<file path="config.mk">
export PLATFORM = sky130hd
export DESIGN_NAME = seq_shifter
export DESIGN_NICKNAME = d
export VERILOG_FILES = /design/src/rtl/seq_shifter_pkg.sv /design/src/rtl/seq_shifter_shift_step.sv /design/src/rtl/seq_shifter.sv
export SDC_FILE = /design/constraint.sdc
export NUM_CORES = 1
export LEC_CHECK = 0
export BUFFER_PORTS_ARGS = -buffer_cell sky130_fd_sc_hd__buf_4
export CORE_UTILIZATION = 52
export DETAILED_ROUTE_END_ITERATION = 10
export PLACE_DENSITY_LB_ADDON = 0.2
export SYNTH_ARGS = -nofsm -noshare
export SYNTH_HDL_FRONTEND = slang
export SYNTH_SLANG_ARGS = --single-unit
</file>
<file path="constraint.sdc">
create_clock -name clk -period 4 [get_ports clk]
set_input_delay 0.8 -clock clk [delete_from_list [all_inputs] [get_ports clk]]
set_output_delay 0.8 -clock clk [all_outputs]
set_load 0.005 [all_outputs]
</file>
<file path="src/rtl/seq_shifter_pkg.sv">
// Shared definitions for the sequential shifter: op encodings and FSM states.
package shifter_pkg;

  // Operation encodings carried on in_op.
  localparam logic [1:0] OP_SLL = 2'b00;
  localparam logic [1:0] OP_SRL = 2'b01;
  localparam logic [1:0] OP_SRA = 2'b10;
  localparam logic [1:0] OP_ROR = 2'b11;

  // Control FSM states.
  typedef enum logic [1:0] {
    IDLE = 2'b00,
    BUSY = 2'b01,
    DONE = 2'b10
  } state_t;

endpackage

</file>
<file path="src/rtl/seq_shifter_shift_step.sv">
// One combinational shift stage: shifts a WIDTH-bit value by 0..STEP
// positions according to the op.
// Optional macro SEQ_SHIFTER_ROTATE_EN: when defined, OP_ROR rotates right;
// when undefined, OP_ROR behaves as SRL and no wrap logic exists.
module shift_step #(
  parameter int WIDTH = 32,
  parameter int STEP  = 1,
  localparam int AMT_W = $clog2(STEP + 1)
) (
  input  logic [WIDTH-1:0] data,
  input  logic [AMT_W-1:0] amt,
  input  logic [1:0]       op,
  output logic [WIDTH-1:0] result
);
  import shifter_pkg::*;

`ifdef SEQ_SHIFTER_ROTATE_EN
  // Doubling the word makes a right rotate a plain right shift of the pair.
  logic [2*WIDTH-1:0] rot_wide;
  assign rot_wide = {data, data} >> amt;
`endif

  // Select the shifted value for the current op.
  always_comb begin
    result = data;
    case (op)
      OP_SLL:  result = data << amt;
      OP_SRL:  result = data >> amt;
      OP_SRA:  result = $signed(data) >>> amt;
      default: begin
`ifdef SEQ_SHIFTER_ROTATE_EN
        result = rot_wide[WIDTH-1:0];
`else
        result = data >> amt;
`endif
      end
    endcase
  end

endmodule

</file>
<file path="src/rtl/seq_shifter.sv">
// Multi-cycle shifter with valid/ready handshakes. Shifts up to STEP bits
// per cycle until the requested amount is consumed, then holds the result
// until the consumer takes it.
// Optional macro SEQ_SHIFTER_ROTATE_EN enables rotate-right for in_op=11
// (otherwise in_op=11 acts as SRL).
module seq_shifter #(
  parameter int WIDTH   = 32,
  parameter int SHAMT_W = $clog2(WIDTH),
  parameter int STEP    = 1
) (
  input  logic               clk,
  input  logic               rst_n,
  input  logic               in_valid,
  output logic               in_ready,
  input  logic [WIDTH-1:0]   in_data,
  input  logic [SHAMT_W-1:0] in_shamt,
  input  logic [1:0]         in_op,
  output logic               out_valid,
  input  logic               out_ready,
  output logic [WIDTH-1:0]   out_data,
  output logic               busy
);
  import shifter_pkg::*;

  localparam int AMT_W = $clog2(STEP + 1);
  localparam int REM_W = SHAMT_W + 1;
  localparam logic [REM_W-1:0] STEP_REM = REM_W'(STEP);
  localparam logic [AMT_W-1:0] STEP_AMT = AMT_W'(STEP);

  state_t             state_reg, state_next;
  logic [WIDTH-1:0]   data_reg;
  logic [1:0]         op_reg;
  logic [SHAMT_W-1:0] remaining_reg;
  logic [WIDTH-1:0]   out_data_reg;
  logic               out_valid_reg;

  logic               accept, advance, finish, out_taken;
  logic [REM_W-1:0]   rem_ext;
  logic               last_step;
  logic [AMT_W-1:0]   step_amt;
  logic [WIDTH-1:0]   step_result;

  // Remaining is widened by one bit so STEP=WIDTH still compares correctly.
  assign rem_ext   = {1'b0, remaining_reg};
  assign last_step = (rem_ext <= STEP_REM);
  assign step_amt  = last_step ? rem_ext[AMT_W-1:0] : STEP_AMT;

  shift_step #(
    .WIDTH (WIDTH),
    .STEP  (STEP)
  ) u_step (
    .data   (data_reg),
    .amt    (step_amt),
    .op     (op_reg),
    .result (step_result)
  );

  // State register.
  always_ff @(posedge clk) begin
    if (!rst_n) state_reg <= IDLE;
    else        state_reg <= state_next;
  end

  // Next-state logic and per-cycle datapath controls.
  always_comb begin
    state_next = state_reg;
    accept     = 1'b0;
    advance    = 1'b0;
    finish     = 1'b0;
    out_taken  = 1'b0;
    case (state_reg)
      IDLE: begin
        if (in_valid) begin
          accept     = 1'b1;
          state_next = BUSY;
        end
      end
      BUSY: begin
        if (last_step) begin
          finish     = 1'b1;
          state_next = DONE;
        end else begin
          advance = 1'b1;
        end
      end
      DONE: begin
        if (out_ready) begin
          out_taken  = 1'b1;
          state_next = IDLE;
        end
      end
      default: state_next = IDLE;
    endcase
  end

  // Operand, counter and result registers.
  always_ff @(posedge clk) begin
    if (!rst_n) begin
      data_reg      <= '0;
      op_reg        <= OP_SLL;
      remaining_reg <= '0;
      out_data_reg  <= '0;
      out_valid_reg <= 1'b0;
    end else begin
      if (accept) begin
        data_reg      <= in_data;
        op_reg        <= in_op;
        remaining_reg <= in_shamt;
      end
      if (advance) begin
        data_reg      <= step_result;
        remaining_reg <= remaining_reg - SHAMT_W'(STEP);
      end
      if (finish) begin
        data_reg      <= step_result;
        remaining_reg <= '0;
        out_data_reg  <= step_result;
        out_valid_reg <= 1'b1;
      end
      if (out_taken) begin
        out_valid_reg <= 1'b0;
      end
    end
  end

  assign in_ready  = (state_reg == IDLE);
  assign busy      = (state_reg != IDLE);
  assign out_valid = out_valid_reg;
  assign out_data  = out_data_reg;

endmodule

</file>
## Yosys cells after proc, flatten, opt, wreduce, memory -nomap -nowiden

Index checks and enable logic that the tools add are counted.

- Output and inout bits: 35
- Word-level logic and storage cells: 45
- Bits in registers: 74
- Bits of input ports: 43

- Bitwise operators: 1
- Equal/unequal tests: 6
- Add/sub/neg operators: 1
- $lt $le $gt $ge: 1
- Multiplexer cells: 19
- Reductions and logical operators: 8
- Shift-type cells: 3

Operators by type and width:

| operator | number |
|---|---|
| 32-bit 2-to-1 mux | 3 |
| 32-bit case mux with 2 select lines | 1 |
| 32-bit by 1-bit << shifter with 32-bit output | 1 |
| 32-bit by 1-bit right shift with 32-bit output | 1 |
| 32-bit by 1-bit >>> shifter with 32-bit output | 1 |
| 5-bit 2-to-1 mux | 2 |
| 1-bit 2-to-1 mux | 9 |
| 2-bit 2-to-1 mux | 3 |
| 2-bit inequality test (second input constant) | 3 |
| 2-bit case mux with 3 select lines | 1 |
| 5-bit by 1-bit less-or-equal comparator with 1-bit output (second input constant) | 1 |
| 5-bit by 1-bit subtractor with 5-bit output (second input constant) | 1 |
| 2-bit equality test (second input constant) | 2 |
| 2-bit logical NOT | 2 |
| 2-bit nonzero test | 2 |
| 2-bit OR reduction | 2 |
| 3-bit AND reduction | 1 |
| 3-bit nonzero test | 1 |
| 2-bit by 1-bit equality test with 1-bit output (second input constant) | 1 |
| 1-bit NOT | 1 |

## Longest topological paths before layout

Gate-level depths: netlist (run 1).

- Depth after elaboration: 6
- Gate-level depth with buffers: 7
- Gate-level depth less buffers: 6

## Hierarchy

Synthesis (run 1) repeated with hierarchy kept, for this count alone.

- Cell total of the unflattened synthesis: 492
- Area total of the unflattened synthesis: 3698.5 sq um

By module, submodules not included:

| module | instances | area an instance (sq um) | cells an instance | sequential area each (sq um) |
|---|---|---|---|---|
| seq_shifter | 1 | 3017.9 | 385 | 1481.4 |
| shift_step | 1 | 680.7 | 107 | 0.0 |

## Worst setup path after synthesis (run 1)

OpenSTA, ideal clock, no wires.

- Path type: input to register
- From: input port in_valid
- To: register data_reg[16]
- Stages: 5
- Arrival time: 1.847 ns
- Setup time: 0.131 ns
- Path slack: 2.022 ns
- Data required time: 3.869 ns
- Path buffers: 1
- Cells stage by stage: nor3b_1 -> buf_4 -> mux2_2 -> o21ai_0 -> a21oi_1

- Word-level cells in the longest chain between the ends: 3

RTL lines:

| item | RTL line | RTL |
|---|---|---|
| start, declared | seq_shifter.sv:13 | `input logic in_valid,` |
| 1-bit 2-to-1 mux | seq_shifter.sv:73 | `if (in_valid) begin` |
| 1-bit 2-to-1 mux | seq_shifter.sv:71 | `case (state_reg)` |
| 3-bit nonzero test (no source line) | - |  |
| end signal, assigned | seq_shifter.sv:106 | `data_reg <= in_data;` |
| end signal, assigned | seq_shifter.sv:111 | `data_reg <= step_result;` |
| end signal, assigned | seq_shifter.sv:115 | `data_reg <= step_result;` |
| end, declared | seq_shifter.sv:31 | `logic [WIDTH-1:0] data_reg;` |

No other way between the ends.
A chain may end at the register's enable or synchronous reset.

## Worst setup path in the final report (run 1)

- From: register state_reg[0]
- To: register data_reg[20]

- Word-level cells in the longest chain between the ends: 4
- Elaborated cells between the ends (all ways): 8
- Classes of those cells: 1 x eq/ne; 5 x mux; 2 x reduce/logical

RTL lines:

| item | RTL line | RTL |
|---|---|---|
| start, declared | seq_shifter.sv:30 | `state_t state_reg, state_next;` |
| start signal, assigned | seq_shifter.sv:61 | `else state_reg <= state_next;` |
| 2-bit by 1-bit equality test with 1-bit output | seq_shifter.sv:71 |  |
| 1-bit 2-to-1 mux | seq_shifter.sv:71 |  |
| 32-bit 2-to-1 mux | seq_shifter.sv:110 | `if (advance) begin` |
| 32-bit 2-to-1 mux | seq_shifter.sv:114 | `if (finish) begin` |

Several ways; a longest one is shown, not always the timed one.

==> impl_summary.md, run 1 <==
Finish
Relative to the synthesized area, the layout overhead comes to 23.1%. The repair_antennas step left the layout with diodes totalling 0. The post-route core utilization is 66.6%. The fraction of layout instances using a drive strength above 1 is 35.5%. The final non-filler cell total is 485. The count of nets after finishing is 448.

Yosys
The Yosys step of the flow raised 0 warnings. In the post-synthesis netlist, the biggest area contributors are sky130_fd_sc_hd__dfxtp_1, sky130_fd_sc_hd__mux2_2, sky130_fd_sc_hd__mux2i_1, sky130_fd_sc_hd__o2bb2ai_1, sky130_fd_sc_hd__a22oi_1. The cell type with the highest aggregate area in the netlist is sky130_fd_sc_hd__dfxtp_1. After Yosys synthesis, XOR and XNOR cells account for 0.254% of the synthesized area. The share of the synthesized area in compound gates (AO/OA/AOI/OAI) is 25.3%. The register area share after synthesis is 42.9%. The most frequent cell after synthesis is sky130_fd_sc_hd__dfxtp_1. The synthesized design devotes to its leading area cell type 42.9% of total area.

The share of synthesized cell area in and, or, nand and nor gates is 5.87%. The number of different library cells used by synthesis comes to 38. The share of synthesized flip-flops with an asynchronous set or reset is 0%. After Yosys synthesis, full adders, half adders and majority gates account for 0.725% of the synthesized area.

The number of flops mapped to enable cells by yosys is 0. The main combinational cell family by area after synthesis is compound AO/OA/AOI/OAI gates. When the netlist entered floorplanning its net count stood at 379.

In the synthesized netlist, the number of instances is 334. In this run the mean area of a mapped cell was 10.3 µm². In the synthesized netlist the dominant register cell turns out to be sky130_fd_sc_hd__dfxtp_1.

Ranked by instance count, the synthesized netlist is headed by sky130_fd_sc_hd__dfxtp_1, sky130_fd_sc_hd__mux2_2, sky130_fd_sc_hd__o2bb2ai_1. The number of synthesized register bits is 74. The area of the mapped netlist is 3450 µm². Measured against the total synthesized area, the mux share comes to 19.7%.

Timing
Setup repair after global routing left no endpoint under its margin. The number of max-slew violations in the final report is 0. The worst-case hold slack is 466 ps. The shortest period the worst path allows is 2310 ps. For this run, the top clock speed supported by timing is 0.433 GHz.

In the finished design, the share of the clock period the worst path needs comes to 57.8%. The setup skew after layout is 15.1 ps. The final total negative setup slack is 0 ps. At the pin with the least slew margin, the transition time is 1030 ps. The number of hold violations in the final report is 0. Across all setup checks in the final design, the least slack found is 1690 ps. Setup violations remaining at the end of the flow were counted as 0.

Headroom to the max-slew limit came out at 31.2%.

Clock tree
The tree is rooted in a sky130_fd_sc_hd__clkbuf_8. Hold repair after CTS inserted 0 buffers. The clock edge transition at the registers on the reported setup and hold paths is 80 ps. The post-CTS setup buffer count is 0.

The CTS sink count is 74. Once the clock tree was built, the resizer swapped 0 gates to a different size. The TritonCTS clock tree is done. The number of clock buffers inserted by TritonCTS is 9.

At the later pin of the worst-skew pair, clock insertion delay measures 350 ps. In this run the deepest clock path goes through 2 buffers. The H-tree level count is 3.

Placed design
The pre-CTS worst setup slack is 1740 ps. Port buffering added 77 buffers. Once detailed placement completed, the half-perimeter wirelength came to 5380 µm. The cell total after placement is 469. The congestion estimate from routability-driven global placement came to 0.764.

Global routing
Entering global routing, the biggest net connects 33 pins. The total overflow left after global routing is 0. The initial antenna violation count is 0. The via count of the first global-routing pass is 2915. The first global-routing pass estimated 13700 µm of wire. The overall track demand over capacity in global routing is 24.6%.

Worst setup path
The arrival time of data at the critical path endpoint is 2560 ps. For the worst setup path, the data required time is 4250 ps. The kind of end point of the critical path is a flop.

The cell family contributing the most delay on the critical path is simple AND/OR/NAND/NOR gates. The worst setup path is launched from a flop. The critical path is of the flop to flop type. The largest stage delay on the critical path is 600 ps.

Walking the worst path, the cells encountered are nor2b_1 -> buf_4 -> nand2_1 -> o22ai_1. The largest individual stage delay along the critical path comes from the cell sky130_fd_sc_hd__nand2_1. Together, buffers and inverters on the worst path number 1.

The maximum fanout along the worst path is 28.

Detailed routing
The number of vias per cell is 6.03. The total detailed-routing wirelength is 8230 µm. In the final routing, the length of wire on met1 measures 3670 µm.

The starting DRC count in detailed routing is 190. After detailed routing, the number of remaining DRC violations is 0. Once detail routing completed, the nets flagged for antenna violations numbered 0. The highest metal layer with signal wires is met4. After detailed routing, the average wire length per cell comes to 17.0 µm. Wire segments on met2 add up to 4030 µm in the final route. Summed over all nets, wire length on met3 after detailed routing comes to 417 µm. The via count of the routed design is 2925. The first detailed-routing pass ran for 4 iterations.

Status
The run finished with clean final reports.

Floorplan
The core footprint is 6390 µm². 78 I/O pins were placed. The floorplan row count is 29. The x dimension of the die is 83.5 µm. The vertical die dimension is 83.5 µm.

The initial core utilization is 54.1%. The area of the die is 6970 µm².

Power
In this run the power density over the cells is 571 nW/µm². IR analysis of the VDD net gives a maximum drop of 464 µV. The analysis attributes to cell leakage a power of 1.76 nW.

Worst hold path
The path type of the worst min-delay path is flop to flop.

Run
Across the run, the number of max-cap violations was 0.
## worst register-to-register path, stage by stage, from the launching register on
cell and delay (ps):
sky130_fd_sc_hd__dfxtp_1 490, sky130_fd_sc_hd__nor2b_1 440, sky130_fd_sc_hd__buf_4 260, sky130_fd_sc_hd__nand2_1 610, sky130_fd_sc_hd__o22ai_1 420
## worst paths after layout
check,start,end,slack [ps],cells past startpoint
setup / recovery,state_reg[0]$_SDFFE_PN0P_,data_reg[20]$_SDFFE_PN0P_,1690,4
hold / removal,out_data[8]$_SDFFE_PN0P_,out_data[8]$_SDFFE_PN0P_,470,1
setup reg to reg,state_reg[0]$_SDFFE_PN0P_,data_reg[20]$_SDFFE_PN0P_,1690,4
hold reg to reg,out_data[8]$_SDFFE_PN0P_,out_data[8]$_SDFFE_PN0P_,470,1
## final cells by class
type	count	area [µm²]
clock buffer	10	128
clock inverter	6	66.3
fill	522	2130
inverter	8	30.0
multi-input combinational	224	1800
sequential	74	1480
tap	77	96.3
timing repair buffer	86	646
## metrics by stage
stage               power [mW]  area [µm²]
floorplan                 1.65        3450
global placement          1.85        4060
detailed placement        1.87        4060
CTS                       2.44        4250
global route              2.57        4250
finish                    2.43        4250
## routing by layer
| metal | GRT usage (%) | vias to the layer above |
|---|---|---|
| li1 | - | 1424 |
| met1 | 31.7 | 1408 |
| met2 | 40.1 | 84 |
| met3 | 5.24 | 9 |
| met4 | 10.3 | 0 |
| met5 | 0 | - |
## logic make-up (layout without fill, tap and decap cells)
kind of cell / Yosys count / count (layout)
fa+ha+maj: 2 / 2
simple gates: 37 / 37
compound gates: 120 / 120
buf+inv: 36 / 110
mux: 64 / 64
xor+xnor: 1 / 1
flops: 74 / 74
## power breakdown
part	internal, mW	switching (mW)	total, mW	leakage, nW
Combinational	0.433	0.477	0.909	1.06
Sequential	0.842	0.101	0.943	0.604
Clock	0.289	0.286	0.575	0.0889
Total	1.56	0.864	2.43	1.76
## cell usage in the layout (no fill, tap or decap), types with 8 or more instances in the layout
| cell | Yosys | final |
|---|---|---|
| sky130_fd_sc_hd__clkbuf_8 | 0 | 9 |
| sky130_fd_sc_hd__mux2_2 | 33 | 33 |
| sky130_fd_sc_hd__nand2_1 | 14 | 14 |
| sky130_fd_sc_hd__mux2i_1 | 31 | 31 |
| sky130_fd_sc_hd__a21oi_1 | 11 | 10 |
| sky130_fd_sc_hd__o22ai_1 | 29 | 29 |
| sky130_fd_sc_hd__dfxtp_1 | 74 | 74 |
| sky130_fd_sc_hd__o2bb2ai_1 | 32 | 32 |
| sky130_fd_sc_hd__a22oi_1 | 30 | 30 |
| sky130_fd_sc_hd__buf_4 | 3 | 86 |
| sky130_fd_sc_hd__inv_1 | 8 | 8 |
Note: power is estimated with default switching activity, not from simulation.
==> inputs of run 2 (changes only) <==
CORE_UTILIZATION = 49   (was 52)
clock period = 1.9 ns   (was 4 ns; I/O delays follow)
==> impl_summary.md, run 2 (same netlist as run 1, synthesis figures left out) <==
Placed design
The routability-driven placement congestion ratio is 0.791 (+3.5%). The pre-CTS worst setup slack is 106 ps (-1630 ps). The number of buffers added on ports is 77 (unchanged). The cell total after placement is 496 (+5.8%). The final HPWL from detailed placement is 5730 µm (+6.6%).

Worst hold path
The min-delay analysis places its worst path in the category primary input to flop.

Finish
The top cell types in the final layout, fill and taps aside, are sky130_fd_sc_hd__buf_4, sky130_fd_sc_hd__dfxtp_1, sky130_fd_sc_hd__mux2_2. The area overhead of the layout relative to synthesis is 31.6%. The fraction of layout instances using a drive strength above 1 was 39.0% (+3.5 points). The library cell used most frequently in the layout, excluding fill and tap cells, is sky130_fd_sc_hd__buf_4.

The antenna diode count was 0 (unchanged). The combined flip-flop and latch cell area is 1480 µm² (unchanged). The post-route core utilization came to 66.9% (+0.29 points). The number of fill cells in the layout is 548 (+5.0%).

The area of the multi-input gates is 1830 µm² (+1.5%). The count of nets after finishing is 460 (+2.7%). The final non-filler cell total is 516 (+6.4%).

Timing
The number of hold violations in the final report is 0 (unchanged). The final worst-path cycle share is 98.5% (+41 points). The shortest period the worst path allows is 1870 ps (-441 ps). The slew at the pin with the worst max-slew slack is 480 ps (-549 ps). The setup violation total in the final timing report is 0 (unchanged). The upper clock frequency limit was 0.534 GHz (+24%). The number of max-slew violations in the final report was 0 (unchanged). The final critical-path setup slack is 28.9 ps (-1660 ps).

The final total negative setup slack came to 0 ps (unchanged). The setup skew after layout is 6.82 ps (-8.32 ps). The headroom to the max-slew limit came to 67.6% (+36 points).

Floorplan
The area of the die is 7390 µm² (+6.0%). The floorplan row count came to 30 (+3.4%). The initial core utilization is 50.8% (-3.2 points). The number of top-level pins is 78 (unchanged). The vertical die dimension came to 86.0 µm (+2.9%). The x dimension of the die is 86.0 µm (+2.9%). The core footprint is 6790 µm² (+6.4%).

Worst setup path
The worst setup path is captured at a flop. The worst setup path is launched from a flop. The arrival time of data at the critical path endpoint is 2090 ps (-470 ps). The maximum fanout along the worst path came to 8 (-71%).

The class of the most critical setup path is flop to flop. The data required time at the worst endpoint came to 2120 ps (-2130 ps).

Clock tree
The later-pin clock latency in the skew report is 350 ps (about the same). The maximum count of clock buffers along a single path was 2 (unchanged). The CTS sink count is 74 (unchanged). The TritonCTS clock tree is done. The number of clock buffers inserted by TritonCTS is 9 (unchanged). The root buffer cell chosen for the clock tree is sky130_fd_sc_hd__clkbuf_8.

The clock edge transition at the registers on the reported setup and hold paths is 80 ps (about the same). The H-tree level count was 3 (unchanged).

Global routing
The total global routing overflow was 0 (unchanged). The met2 demand-to-capacity share in global routing is 40.1% (about the same). The via count of the first global-routing pass is 3017 (+3.5%). The first-pass GRT wire length is 14400 µm (+4.7%). After global routing, the most crowded layer is met2. The initial antenna violation count came to 0 (unchanged). The global routing usage on met1 is 31.3% (-0.45 points). The pin count of the biggest net entering global routing is 33 (unchanged). The overall track demand over capacity in global routing is 24.8% (+0.16 points). The met3 track utilization from global routing was 4.33% (-0.91 points).

Detailed routing
The total iterations of the first detailed-routing run is 6 (+2). The number of vias per cell was 6.03 (about the same). The per-cell routed wire length is 18.0 µm (+6.1%). The starting DRC count in detailed routing is 243 (+28%). The remaining routing DRC violations is 0 (unchanged). The remaining number of nets flagged by the antenna check after routing is 0 (unchanged).

The via count of the routed design was 3114 (+6.5%). The total detailed-routing wirelength came to 9290 µm (+13%).

Status
The flow ran to the end, and the final reports show no timing, DRC or antenna violations.

Run
The total of max-cap violations is 0 (unchanged).

Power
The peak ir drop on the vdd network is 580 µV (+25%). The leakage power of the design is 1.86 nW (+6.2%). The areal power density over the cells came to 1280 nW/µm² (+120%).
==> run 2: final timing paths <==
check / start / end / slack, ps / cells after the start
setup reg to reg: remaining_reg[2]$_SDFFE_PP0P_ / data_reg[13]$_SDFFE_PN0P_ / 30 / 6
setup / recovery: remaining_reg[2]$_SDFFE_PP0P_ / data_reg[13]$_SDFFE_PN0P_ / 30 / 6
hold / removal: out_ready / out_valid$_SDFFE_PP0P_ / 240 / 2
hold reg to reg: out_data[12]$_SDFFE_PN0P_ / out_data[12]$_SDFFE_PN0P_ / 470 / 1
==> run 2: timing repair <==
item	in CTS	in global routing
setup buffers	0	1
hold buffers	0	0
gates resized for setup	0	7
setup endpoints to repair	0	2
==> run 2: per-stage QoR <==
step | instance area [µm²] | power (mW) | hold slack [ps]
final | 4540 | 5.83 | 244
after global routing | 4540 | 6.10 | 247
after CTS | 4440 | 5.46 | 231
after detailed placement | 4220 | 4.10 | 449
after global placement | 4220 | 4.05 | 450
after floorplan | 3450 | 3.48 | 449
==> run 2: area by class of cell <==
class	count	area share (%)
clock buffers	11	3.11
clock inverters	5	1.71
inverters	8	0.661
multi-input cells	224	40.3
flip-flops and latches	74	32.6
well taps	96	2.64
repair buffers	98	19.0
==> run 2: power breakdown <==
group	leakage (nW)	switching (mW)	internal, mW	total [mW]
Clock	0.109	0.595	0.772	1.37
Combinational	1.15	1.20	1.28	2.48
Sequential	0.604	0.208	1.77	1.98
==> run 2: per-layer routing <==
| metal | vias up | wire length, µm |
|---|---|---|
| li1 | 1453 | - |
| met1 | 1506 | 4000 |
| met2 | 129 | 4490 |
| met3 | 26 | 535 |
| met4 | 0 | 265 |
| met5 | - | 0 |
==> run 2: worst max-delay path, stage by stage (launching register included) <==
cell                        delay (ps)
sky130_fd_sc_hd__dfxtp_1           360
sky130_fd_sc_hd__or3_4             440
sky130_fd_sc_hd__nor3_4            230
sky130_fd_sc_hd__buf_12            150
sky130_fd_sc_hd__clkbuf_16         170
sky130_fd_sc_hd__mux2i_2           270
sky130_fd_sc_hd__o22ai_1           130
